$ cat src/rtl/led_pwm_pkg.sv
// Shared constants, types and helpers for the LED PWM controller.
// Button map, repeat FSM states, threshold and value step helpers.
package led_pwm_pkg;

  localparam int BTN_DEC    = 0;
  localparam int BTN_INC    = 1;
  localparam int BTN_LVL_DN = 2;
  localparam int BTN_LVL_UP = 3;
  localparam int N_BTN      = 4;

  typedef enum logic [1:0] {
    R_IDLE,
    R_DELAY,
    R_RATE
  } rpt_st_e;

  // On-time of one PWM period for a given level.
  function automatic int thr(
    input int lvl,
    input int period,
    input int n_level
  );
    return (lvl + 1) * (period / n_level);
  endfunction

  // One signed step of a width-bit value, clamped or wrapped.
  function automatic int sat_step(
    input int   v,
    input logic dir,
    input logic wrap,
    input int   width
  );
    int hi;
    int lo;
    int res;
    hi = (1 << (width - 1)) - 1;
    lo = -(1 << (width - 1));
    if (dir) begin
      if (v < hi) res = v + 1;
      else        res = wrap ? lo : hi;
    end else begin
      if (v > lo) res = v - 1;
      else        res = wrap ? hi : lo;
    end
    return res;
  endfunction

endpackage

$ cat src/rtl/led_pwm_ctrl_btn.sv
// One button: 2-FF sync, stability-counter debounce, press pulse.
// Optional hold-to-repeat generates extra events while held.
module btn_debounce
  import led_pwm_pkg::*;
#(
  parameter int DEB_CYCLES   = 4,
  parameter bit REPEAT_EN    = 1'b0,
  parameter int REPEAT_DELAY = 16,
  parameter int REPEAT_RATE  = 8
) (
  input  logic clk,
  input  logic reset,
  input  logic btn,
  output logic evt
);

  localparam int CW = $clog2(DEB_CYCLES + 1);
  localparam logic [CW-1:0] CNT_LAST = CW'(DEB_CYCLES - 1);
  localparam logic [31:0] DLY_LAST  = 32'(REPEAT_DELAY - 1);
  localparam logic [31:0] RATE_LAST = 32'(REPEAT_RATE - 1);
  localparam bit RPT_ON = REPEAT_EN && (REPEAT_DELAY != 0);

  logic          sync1;
  logic          sync2;
  logic [CW-1:0] cnt;
  logic          state;
  logic          flip;
  logic          press;
  logic [31:0]   tmr;
  logic          tmr_hit;
  logic          rpt;
  rpt_st_e       st;
  rpt_st_e       st_next;

  // A change is accepted on its DEB_CYCLES-th consecutive sample.
  assign flip = (sync2 != state) && (cnt == CNT_LAST);

  assign tmr_hit = (st == R_RATE) ? (tmr == RATE_LAST)
                                  : (tmr == DLY_LAST);

  // Two-flop synchroniser for the raw pin.
  always_ff @(posedge clk or posedge reset) begin
    if (reset) begin
      sync1 <= 1'b0;
      sync2 <= 1'b0;
    end else begin
      sync1 <= btn;
      sync2 <= sync1;
    end
  end

  // Count consecutive samples that disagree with the debounced state.
  always_ff @(posedge clk or posedge reset) begin
    if (reset) begin
      cnt <= '0;
    end else if (sync2 == state || flip) begin
      cnt <= '0;
    end else begin
      cnt <= cnt + 1'b1;
    end
  end

  // Debounced state and a one-cycle pulse on each accepted press.
  always_ff @(posedge clk or posedge reset) begin
    if (reset) begin
      state <= 1'b0;
      press <= 1'b0;
    end else begin
      press <= flip & sync2;
      if (flip) state <= sync2;
    end
  end

  // Repeat FSM state register.
  always_ff @(posedge clk or posedge reset) begin
    if (reset) st <= R_IDLE;
    else       st <= st_next;
  end

  // Repeat FSM next state: arm on hold, leave on release.
  always_comb begin
    st_next = st;
    unique case (st)
      R_IDLE: begin
        if (RPT_ON && state && !flip) st_next = R_DELAY;
      end
      R_DELAY: begin
        if (!state || flip)  st_next = R_IDLE;
        else if (tmr_hit)    st_next = R_RATE;
      end
      R_RATE: begin
        if (!state || flip)  st_next = R_IDLE;
      end
      default: st_next = R_IDLE;
    endcase
  end

  // Repeat FSM output: one event each time the active interval expires.
  always_comb begin
    rpt = 1'b0;
    if (st != R_IDLE && state && !flip && tmr_hit) rpt = 1'b1;
  end

  // Interval timer, restarted on entry to a phase and on every event.
  always_ff @(posedge clk or posedge reset) begin
    if (reset) begin
      tmr <= '0;
    end else if (st == R_IDLE || tmr_hit) begin
      tmr <= '0;
    end else begin
      tmr <= tmr + 32'd1;
    end
  end

  assign evt = press | rpt;

endmodule

$ cat src/rtl/led_pwm_ctrl.sv
// Four debounced buttons step a signed value and a brightness level;
// value bits drive PWM-dimmed LEDs with period-aligned duty changes.
module led_pwm_ctrl
  import led_pwm_pkg::*;
#(
  parameter int N_LED        = 4,
  parameter int PERIOD       = 1_000_000,
  parameter int N_LEVEL      = 5,
  parameter int DEB_CYCLES   = 1_500_000,
  parameter int REPEAT_DELAY = 50_000_000,
  parameter int REPEAT_RATE  = 10_000_000,
  parameter int WRAP         = 0
) (
  input  logic                       clk,
  input  logic                       reset,
  input  logic [3:0]                 usr_btn,
  output logic [N_LED-1:0]           usr_led,
  output logic [N_LED-1:0]           value,
  output logic [$clog2(N_LEVEL)-1:0] level
);

  localparam int LW = $clog2(N_LEVEL);
  localparam int CW = $clog2(PERIOD);
  localparam int TW = CW + 1;
  localparam logic [LW-1:0] LVL_MAX  = LW'(N_LEVEL - 1);
  localparam logic [CW-1:0] CNT_LAST = CW'(PERIOD - 1);
  localparam logic [TW-1:0] THR_RST  = TW'(thr(0, PERIOD, N_LEVEL));

  logic [N_BTN-1:0] evt;
  logic             inc;
  logic             dec;
  logic             up;
  logic             dn;
  logic [CW-1:0]    cnt;
  logic             wrap_now;
  logic [TW-1:0]    thr_q;
  logic             pwm_on;

  for (genvar i = 0; i < N_BTN; i++) begin : g_btn
    btn_debounce #(
      .DEB_CYCLES   (DEB_CYCLES),
      .REPEAT_EN    (i == BTN_DEC || i == BTN_INC),
      .REPEAT_DELAY (REPEAT_DELAY),
      .REPEAT_RATE  (REPEAT_RATE)
    ) u_deb (
      .clk   (clk),
      .reset (reset),
      .btn   (usr_btn[i]),
      .evt   (evt[i])
    );
  end

  assign inc = evt[BTN_INC];
  assign dec = evt[BTN_DEC];
  assign up  = evt[BTN_LVL_UP];
  assign dn  = evt[BTN_LVL_DN];

  // Signed value steps on exactly one of inc/dec; opposing events cancel.
  always_ff @(posedge clk or posedge reset) begin
    if (reset) begin
      value <= '0;
    end else if (inc ^ dec) begin
      value <= N_LED'(sat_step(int'($signed(value)), inc,
                               WRAP != 0, N_LED));
    end
  end

  // Brightness level steps and clamps at both ends.
  always_ff @(posedge clk or posedge reset) begin
    if (reset) begin
      level <= '0;
    end else if (up && !dn && level != LVL_MAX) begin
      level <= level + 1'b1;
    end else if (dn && !up && level != '0) begin
      level <= level - 1'b1;
    end
  end

  assign wrap_now = (cnt == CNT_LAST);

  // Free-running PWM period counter.
  always_ff @(posedge clk or posedge reset) begin
    if (reset)         cnt <= '0;
    else if (wrap_now) cnt <= '0;
    else               cnt <= cnt + 1'b1;
  end

  // Threshold only reloads at the period end so duty never glitches.
  always_ff @(posedge clk or posedge reset) begin
    if (reset) begin
      thr_q <= THR_RST;
    end else if (wrap_now) begin
      thr_q <= TW'(thr(int'(level), PERIOD, N_LEVEL));
    end
  end

  assign pwm_on = ({1'b0, cnt} < thr_q);

  // Registered LED drive: value bits gated by the PWM phase.
  always_ff @(posedge clk or posedge reset) begin
    if (reset) usr_led <= '0;
    else       usr_led <= value & {N_LED{pwm_on}};
  end

endmodule

$ cat config.mk
export PLATFORM = sky130hd
export DESIGN_NAME = led_pwm_ctrl
export DESIGN_NICKNAME = d
export VERILOG_FILES = /design/src/rtl/led_pwm_pkg.sv /design/src/rtl/led_pwm_ctrl_btn.sv /design/src/rtl/led_pwm_ctrl.sv
export SDC_FILE = /design/constraint.sdc
export NUM_CORES = 1
export LEC_CHECK = 0
export BUFFER_PORTS_ARGS = -buffer_cell sky130_fd_sc_hd__buf_2
export CORE_ASPECT_RATIO = 0.5
export CORE_MARGIN = 4
export CORE_UTILIZATION = 35
export DETAILED_ROUTE_END_ITERATION = 10
export PLACE_DENSITY_LB_ADDON = 0.15
export SETUP_SLACK_MARGIN = 0.3
export SYNTH_ARGS = -nofsm -noshare
export SYNTH_HDL_FRONTEND = slang
export SYNTH_SLANG_ARGS = --single-unit
export TNS_END_PERCENT = 100
$ cat constraint.sdc
create_clock -name clk -period 6.2 [get_ports clk]
set_input_delay 0 -clock clk [delete_from_list [all_inputs] [get_ports clk]]
set_output_delay 0 -clock clk [all_outputs]
set_load 0.005 [all_outputs]
# After elaboration in Yosys (flattened, before gate mapping)
# Index checks and enable logic that the tools add are counted.
# word_totals
in_bits	6
output_inout_bits	11
ff_bits	282
elab_cells	201
# classes
muxes	40
n_lt_le_gt_ge	3
addsub	14
n_eq_ne	40
bitwise	12
multipliers	1
n_reduce_logical	58
# ops
cell	n
32-bit by 1-bit adder with 32-bit output (second input constant)	4
32-bit by 24-bit == test with 1-bit output (second input constant)	4
32-bit by 26-bit == test with 1-bit output (second input constant)	4
32-bit two-way mux	4
21-bit by 1-bit adder with 21-bit output (second input constant)	4
21-bit == test (second input constant)	4
21-bit two-way mux	4
2-bit two-way mux	14
2-bit one-hot mux with 3 select lines	4
1-bit logical AND	22
20-bit by 21-bit < comparator with 1-bit output	1
20-bit by 1-bit adder with 20-bit output (second input constant)	1
20-bit == test (second input constant)	1
20-bit two-way mux	1
4-bit by 12-bit multiplier with 15-bit output (second input constant)	1
1-bit logical OR	12
4-bit two-way mux	3
3-bit by 1-bit inequality test with 1-bit output (second input constant)	4
3-bit AND reduction	4
1-bit zero test	10
2-bit nonzero test	5
2-bit by 1-bit == test with 1-bit output (second input constant)	4
2-bit == test (second input constant)	4
2-bit zero test	4
other kinds (20)	45

# Depth between registers and ports, before layout
# Gate-level depths: netlist of run 1.
# depth
depth_word	12
ltp_mapped	14
mapped_depth_nobuf	14

# Hierarchy
# A second synthesis of run 1 with hierarchy kept.
# unflattened
cells_unflattened	1238
area_unflattened_um2	12009.0
# by_module_without_submodules
mod	area_per_inst_um2	seq_area_each_um2	cells_each	n_inst
btn_debounce (g_btn[1].u_deb)	3216.8	1476.4	334	1
btn_debounce (g_btn[0].u_deb)	3190.6	1476.4	326	1
led_pwm_ctrl	3109.2	1158.6	328	1
btn_debounce (g_btn[2].u_deb ...)	1246.2	625.6	125	2

# Worst setup path after synthesis of run 1
# Ideal clock, no wire load.
# synth_path
path_type	reg-to-reg
start	register level[0]
end	register thr_q[20]
setup_ps	137
setup_slack_ps	2845
path_buffers	0
synth_period_minus_slack_ps	3355
t_required_ps	6063
arrival_time_ps	3218
stages_incl_launch_ff	15
cell_sequence	dfrtp_1 -> inv_1 -> ha_1 -> ha_1 -> xor2_1 -> ha_1 -> a21o_1 -> ha_1 -> a31o_2 -> a21oi_1 -> o21ai_0 -> and3_1 -> o21ai_0 -> xor2_1 -> a21oi_1
# synth_between
elab_chain_cells	2
# synth_rtl
item	line	rtl
start: declaration	led_pwm_ctrl.sv:19	output logic [$clog2(N_LEVEL)-1:0] level
start signal: assignment	led_pwm_ctrl.sv:73	level <= level + 1'b1;
start signal: assignment	led_pwm_ctrl.sv:75	level <= level - 1'b1;
3-bit by 1-bit adder with 4-bit output	led_pwm_pkg.sv:23	return (lvl + 1) * (period / n_level);
4-bit by 12-bit multiplier with 15-bit output	led_pwm_pkg.sv:23	
end signal: assignment	led_pwm_ctrl.sv:93	thr_q <= TW'(thr(int'(level), PERIOD, N_LEVEL));
end: declaration	led_pwm_ctrl.sv:36	logic [TW-1:0] thr_q;
# No other way between the ends.
# A chain may end at the register's enable or synchronous reset.

# Final worst setup path of run 1
# Same ends and word-level chain as after synthesis.

==> flow_summary_export.csv, run 1 <==
group,metric,value,unit
run_status,status,"complete, no violations",
finish,design_area,0.0121,mm^2
power_and_ir_drop,internal_power,0.00218,W
synth,syn_nets,1161,
clock_tree,cts.clk_slew.worst_paths,0.06,ns
clock_tree,post_cts_buffers,0,
routing,drtIter0Drc,339,
routing,drc,0,
sta,fin_skew,0.0127,ns
power_and_ir_drop,p_clk_frac,0.474,
sta,slew_violations,0,
hold_path,min_path_cells,2,
finish,num-fill-cells,2978,
synth,synth-seq-cells,214,
clock_tree,root_buffer,"clkbuf_16",
synth,async_flop_share,1.00,
sta,finalSetupViolations,0,
place,hpwl,14.5,mm
synth,synth_top_family_by_area,"simple AND/OR/NAND/NOR gates",
finish,drive_gt1_frac,0.0657,
place,place_area,0.0113,mm^2
synth,synth_edf_count,0,
routing,avgViaCountPerCell,4.92,
place,gp_congestion,0.798,
power_and_ir_drop,swShare,0.219,
finish,seqCellArea,0.00536,mm^2
grt,grt_max_degree,110,
synth,synthSimpleGateAreaFrac,0.248,
routing,firstDrtPassIters,4,
worst_setup_path,r2r_cells,14,
floorplanning,num_rows,45,
floorplanning,floorplan.initialDensity,0.356,
synth,yosysSeqAreaShare,0.496,
floorplanning,design.die.area,0.0339,mm^2
sta,final_hold_viol_count,0,
sta,fin_crit_sh,0.607,
synth,synthesis.area,0.0108,mm^2
floorplanning,die_h,132,um
sta,worst_slack,2.43,ns
routing,wirelength,21.3,mm
grt,grt_overflow,0,
synth,ys_warn_count,0,
sta,setup_tns,0,ns
place,port_buffers,16,
sta,rsz0062_at_grt,"no",
synth,synthXorXnorAreaFrac,0.135,
power_and_ir_drop,power.share.combinational,0.019,
worst_setup_path,path_max_fanout,9,
finish,final_net_count,1186,
grt,antenna_found_initial,0,
finish,multi_input_area,0.00520,mm^2
power_and_ir_drop,seq_power_share,0.507,
synth,synthMuxAreaShare,0.00301,
worst_setup_path,path_cells,"inv_1, ha_1, ha_1, xor2_1, ha_1, a21o_1, ha_1, a31o_2, a21oi_1, o21ai_0, and3_1, o21ai_0, xor2_1, a21oi_1",
floorplanning,core,0.0303,mm^2
worst_setup_path,cp_data_arrival_time,4.12,ns
clock_tree,clock_sinks,214,
sta,min_period,3.77,ns
worst_setup_path,crit_path_start_kind,"register",
routing,ant_nets,0,
sta,relSlewSlack,0.305,
synth,synth_compound_area_frac,0.0500,
worst_setup_path,slowest_delay,0.53,ns
flow_run,drv_cap,0,
power_and_ir_drop,switchingPower,0.000609,W
routing,wl_per_cell,13.7,um
grt,grt_pass1_wl,36.8,mm
place,pre_cts_slack,2.49,ns
worst_setup_path,required,6.56,ns
worst_setup_path,path_class,"register to register",
synth,netlist_instances,1116,
clock_tree,cts_tree,"yes",
sta,fmax,266,MHz
synth,synthAdderAreaFrac,0.0459,
floorplanning,die_w,256,um
synth,syn-mean-instance-area,9.68,um^2
grt,track_usage,0.126,
routing,vias,7651,
power_and_ir_drop,irDropWorstVdd,0.151,mV
clock_tree,cts_max_level,1,
clock_tree,clk_path_buf_depth,3,
clock_tree,cts_made_buffers,23,
power_and_ir_drop,power_density,231,mW/mm^2
clock_tree,clkLatencyLatePin,0.52,ns
worst_setup_path,critPathSlowestCell,"dfrtp_1",
synth,yosysUniqueCellTypes,59,
grt,grt_pass1_vias,7652,
finish,diodes,0,
sta,worst_pin_slew,1.04,ns
hold_path,hold_class,"primary input to register",
finish,syn_to_final_growth,11.9,%
worst_setup_path,cpMostUsedCell,"ha_1",
worst_setup_path,cp-end-kind,"register",
synth,synth_ff_type,"dfrtp_1",
floorplanning,io_pins,17,
power_and_ir_drop,leakagePower,5.12,nW
[per-layer routing]
layer  wire [um]  global-route usage  part of all wire
met2        9320               0.203              0.44
met4         437              0.0281             0.021
met5           0                   0                 0
met3         637              0.0261             0.030
met1       10900               0.176              0.51
[cells in the final DEF, fill, tap and decap left out, types with 7 or more instances in the layout]
cell type	instances
and4_1	9
nor4_1	7
and3_1	29
nor3_1	19
nor2_1	211
clkbuf_1	7
xor2_1	103
xnor2_1	63
clkbuf_16	23
nand2_1	88
and2_1	17
ha_1	38
o21ai_1	11
a21oi_1	25
dfrtp_1	208
or3_1	13
buf_2	16
o21ai_0	22
nand4_1	40
inv_1	37
nand3_1	63
[cells in the mapped netlist, types with 7 or more instances]
cell	number	area, um^2
nor2_1	211	792
dfrtp_1	208	5200
xor2_1	103	902
nand2_1	88	330
nand3_1	63	315
xnor2_1	63	552
nand4_1	40	250
ha_1	38	475
inv_1	38	143
and3_1	29	181
a21oi_1	25	125
o21ai_0	22	110
clkbuf_1	21	78.8
nor3_1	19	95.1
and2_1	17	106
or3_1	13	81.3
o21ai_1	12	60.1
and4_1	9	78.8
nor4_1	7	43.8
[worst paths after layout]
kind,endpoint,slack (ns),startpoint
max,thr_q[20],2.43,level[0]
min,g_btn[2].u_deb.sync1,0.12,usr_btn[2]
max reg2reg,thr_q[20],2.43,level[0]
min reg2reg,g_btn[2].u_deb.sync2,0.35,g_btn[2].u_deb.sync1
max in group asynchronous,cnt[2],4.75,reset
min in group asynchronous,value[3],0.17,reset
[final cells by class]
| cell class | count | area share |
|---|---|---|
| clock buffer | 36 | 0.0566 |
| clock inverter | 5 | 0.00290 |
| inverter | 38 | 0.0124 |
| multi-input combinational | 840 | 0.430 |
| sequential | 214 | 0.444 |
| tap | 399 | 0.0413 |
| timing repair buffer | 24 | 0.0126 |
[state kept, by name, indices dropped and copies added, names as in the netlist]
| name | flops |
|---|---|
| g_btn.u_deb.cnt | 84 |
| thr_q | 15 |
| value | 4 |
| usr_led | 4 |
| g_btn.u_deb.sync2 | 4 |
| g_btn.u_deb.sync1 | 4 |
| g_btn.u_deb.st | 4 |
| g_btn.u_deb.press | 4 |
| level | 3 |
| g_btn.u_deb.tmr | 64 |
| cnt | 20 |
| g_btn.u_deb.state | 4 |
[power by group through the flow]
stage | Clock [W] | Combinational, W | Sequential [W]
global placement | 0 | 0.0000534 | 0.00144
CTS | 0.00138 | 0.0000571 | 0.00141
finish | 0.00132 | 0.0000531 | 0.00141
detailed placement | 0 | 0.0000544 | 0.00144
floorplan | 0 | 0.0000385 | 0.00144
global route | 0.00143 | 0.0000645 | 0.00141
[critical path, delay by kind of cell, from the launching register on]
family	cells	cell delay, ns
adders and majority gates	4	1.20
AOI/OAI and AO/OA	6	1.10
DFF	1	0.53
xor gates and xnor gates	2	0.34
buffers and inverters	1	0.24
and+or+nand+nor	1	0.21
[what timing repair did]
item | CTS | global route
resized for setup | 0 | 0
hold endpoints to repair | 111 | 0
hold buffers | 5 | 0
[cells by family (layout without fill, tap and decap cells)]
logic type / Yosys count / count (layout)
simple gates: 546 / 546
xor+xnor: 166 / 166
compound gates: 86 / 86
flops: 214 / 214
buf+inv: 62 / 103
mux: 3 / 3
fa+ha+maj: 39 / 39
[per-stage QoR]
stage | util | cells | power, W | hold WS [ns]
3_3_place_gp | 0.373 | 1510 | 0.00149 | 0.112
6_report | 0.398 | 1556 | 0.00279 | 0.118
4_1_cts | 0.398 | 1556 | 0.00285 | 0.0877
3_5_place_dp | 0.373 | 1510 | 0.00149 | 0.110
5_1_grt | 0.398 | 1556 | 0.00291 | 0.108
2_1_floorplan | - | 1116 | 0.00148 | 0.0314
Power figures use the tool's default switching activity.
==> run 2: changes to the inputs <==
==> constraint.sdc (replaced) <==
create_clock -name clk -period 3.2 [get_ports clk]
set_input_delay 0 -clock clk [delete_from_list [all_inputs] [get_ports clk]]
set_output_delay 0 -clock clk [all_outputs]
set_load 0.005 [all_outputs]
==> run 2 against run 1 <==
  * Non-clock buffer count is 21 higher
  * Final cell count is 1.3% higher
  * First-iteration DRC count is 47% higher
  * Clock-buffer cell count is 7 lower
  * Register-to-register slack worse by 2.0 ns
  * Fmax is 34% higher
  * Combinational power is 100% higher
  * Sequential cell count stayed put
  * Clock skew is 0.0014 ns lower
  * Critical endpoint unchanged
  * Largest cell class unchanged
  * Highest routed layer unchanged
==> flow_summary_export.csv, run 2 (same netlist as run 1, synthesis figures left out) <==
group,metric,value,unit
power_and_ir_drop,power_density,441,mW/mm^2
floorplanning,floorplan.initialDensity,0.356,
finish,finalNonFillerCells,1576,
power_and_ir_drop,power.share.combinational,0.020,
grt,grt_max_degree,81,
worst_setup_path,required,3.59,ns
clock_tree,clk_path_buf_depth,3,
sta,fin_skew,0.0113,ns
sta,setup_tns,0,ns
power_and_ir_drop,seq_power_share,0.503,
floorplanning,io_pins,17,
clock_tree,cts_max_level,1,
sta,holdWs,0.131,ns
sta,worst_pin_slew,0.830,ns
power_and_ir_drop,irDropWorstVdd,0.307,mV
worst_setup_path,path_class,"register to register",
finish,largestRegisters,"g_btn.u_deb.cnt x84, g_btn.u_deb.tmr x64, cnt x20",
routing,wirelength,21.9,mm
finish,layout_common_cells,"211 x nor2_1, 206 x dfrtp_1, 102 x xor2_1",
worst_setup_path,cp_top_family,"compound AO/OA/AOI/OAI gates",
routing,ant_nets,0,
sta,relSlewSlack,0.447,
sta,min_period,2.81,ns
sta,fin_crit_sh,0.878,
grt,grt_overflow,0,
floorplanning,num_rows,45,
power_and_ir_drop,p_clk_frac,0.477,
worst_setup_path,cp-end-kind,"register",
floorplanning,design.die.area,0.0339,mm^2
clock_tree,root_buffer,"clkbuf_16",
clock_tree,cts_made_buffers,22,
hold_path,hold_class,"primary input to register",
clock_tree,clock_sinks,214,
sta,final_hold_viol_count,0,
place,gp_congestion,0.773,
grt,grt_pass1_vias,7968,
place,hpwl,15.0,mm
routing,firstDrtPassIters,4,
routing,wl_per_cell,13.9,um
sta,rsz0062_at_grt,"yes",
sta,slew_violations,0,
worst_setup_path,slowest_delay,0.45,ns
finish,diodes,0,
worst_setup_path,path_buf_inv,0,
worst_setup_path,path_cells,"ha_1, xor2_2, xor2_1, ha_1, a21o_1, ha_4, a31o_4, a21oi_4, o21ai_2, and3_1, o21ai_2, xor2_1, a21oi_1",
grt,track_usage,0.131,
finish,largest_reg_flops,84,
finish,drive_gt1_frac,0.0935,
sta,fmax,356,MHz
power_and_ir_drop,switchingPower,0.00117,W
routing,avgViaCountPerCell,4.91,
grt,grt_pass1_wl,38.2,mm
place,port_buffers,16,
power_and_ir_drop,swShare,0.215,
place,dp_cells,1521,
worst_setup_path,cp_data_arrival_time,3.20,ns
power_and_ir_drop,leakagePower,5.23,nW
routing,vias,7734,
routing,drtIter0Drc,498,
grt,antenna_found_initial,0,
finish,top_register,"g_btn.u_deb.cnt",
worst_setup_path,path_max_fanout,5,
routing,drc,0,
worst_setup_path,critPathSlowestCell,"dfrtp_2",
clock_tree,cts_tree,"yes",
finish,final_common_cell,"nor2_1",
floorplanning,die_w,256,um
floorplanning,core,0.0303,mm^2
worst_setup_path,crit_path_start_kind,"register",
finish,syn_to_final_growth,14.2,%
finish,final_net_count,1206,
sta,finalSetupViolations,0,
floorplanning,die_h,132,um
clock_tree,clkLatencyLatePin,0.51,ns
flow_run,drv_cap,0,
run_status,status,"complete, no violations",
power_and_ir_drop,internal_power,0.00427,W
clock_tree,cts.clk_slew.worst_paths,0.07,ns
==> run 2: cell types whose count changed in the layout (fill, tap and decap cells not counted), sizes merged <==
cell	before	now
buf	19	40
bufinv	0	2
clkbuf	36	29
clkinv	3	9
clkinvlp	0	1
inv	40	37
==> run 2: repair_timing <==
item / CTS / global route
hold buffers: 5 / 0
endpoints found under the hold margin: 35 / 0
gates resized for setup: 4 / 6
buffers inserted: 5 / 5
setup endpoints to repair: 1 / 1
pin swaps: 2 / 5
==> run 2: final cells by class <==
type	count	area, um^2
Timing Repair Buffer	45	323
Fill cell	2919	18000
Inverter	38	149
Tap cell	399	499
Multi-Input combinational cell	840	5270
Sequential cell	214	5370
Clock buffer	29	618
Clock inverter	11	105
==> run 2: layer usage <==
metal,GRT usage,routed length [um],vias up
met4,0.0312,402,0
met3,0.0263,544,29
met2,0.216,9940,62
met1,0.180,11000,3777
met5,0,0,-
li1,-,-,3866
==> run 2: power by group through the flow <==
stage / registers, W / clock network (W) / logic [W]
floorplan: 0.00279 / 0 / 0.0000751
global placement: 0.00279 / 0 / 0.000108
detailed placement: 0.00279 / 0 / 0.000110
CTS: 0.00274 / 0.00271 / 0.000115
global route: 0.00274 / 0.00281 / 0.000130
finish: 0.00274 / 0.00260 / 0.000108
==> run 2: path summary, 6_finish.rpt <==
path,start,end,slack (ns),depth (start not counted)
worst max-delay path,level[0],thr_q[20],0.39,13
worst min-delay path,usr_btn[2],g_btn[2].u_deb.sync1,0.13,2
worst max register to register,level[0],thr_q[20],0.39,13
worst min register to register,g_btn[3].u_deb.sync1,g_btn[3].u_deb.sync2,0.35,0
max in group asynchronous,reset,g_btn[1].u_deb.cnt[17],1.94,4
min in group asynchronous,reset,g_btn[0].u_deb.sync2,0.19,3
==> run 2: per-stage QoR <==
stage	total power, W	util	worst slack, ns	area, um^2
final	0.00544	0.406	0.392	12300
after global placement	0.00290	0.377	0.152	11400
after floorplan	0.00286	-	0.184	10800
after global routing	0.00568	0.406	0.281	12300
after CTS	0.00556	0.404	0.302	12300
after detailed placement	0.00290	0.377	0.100	11400
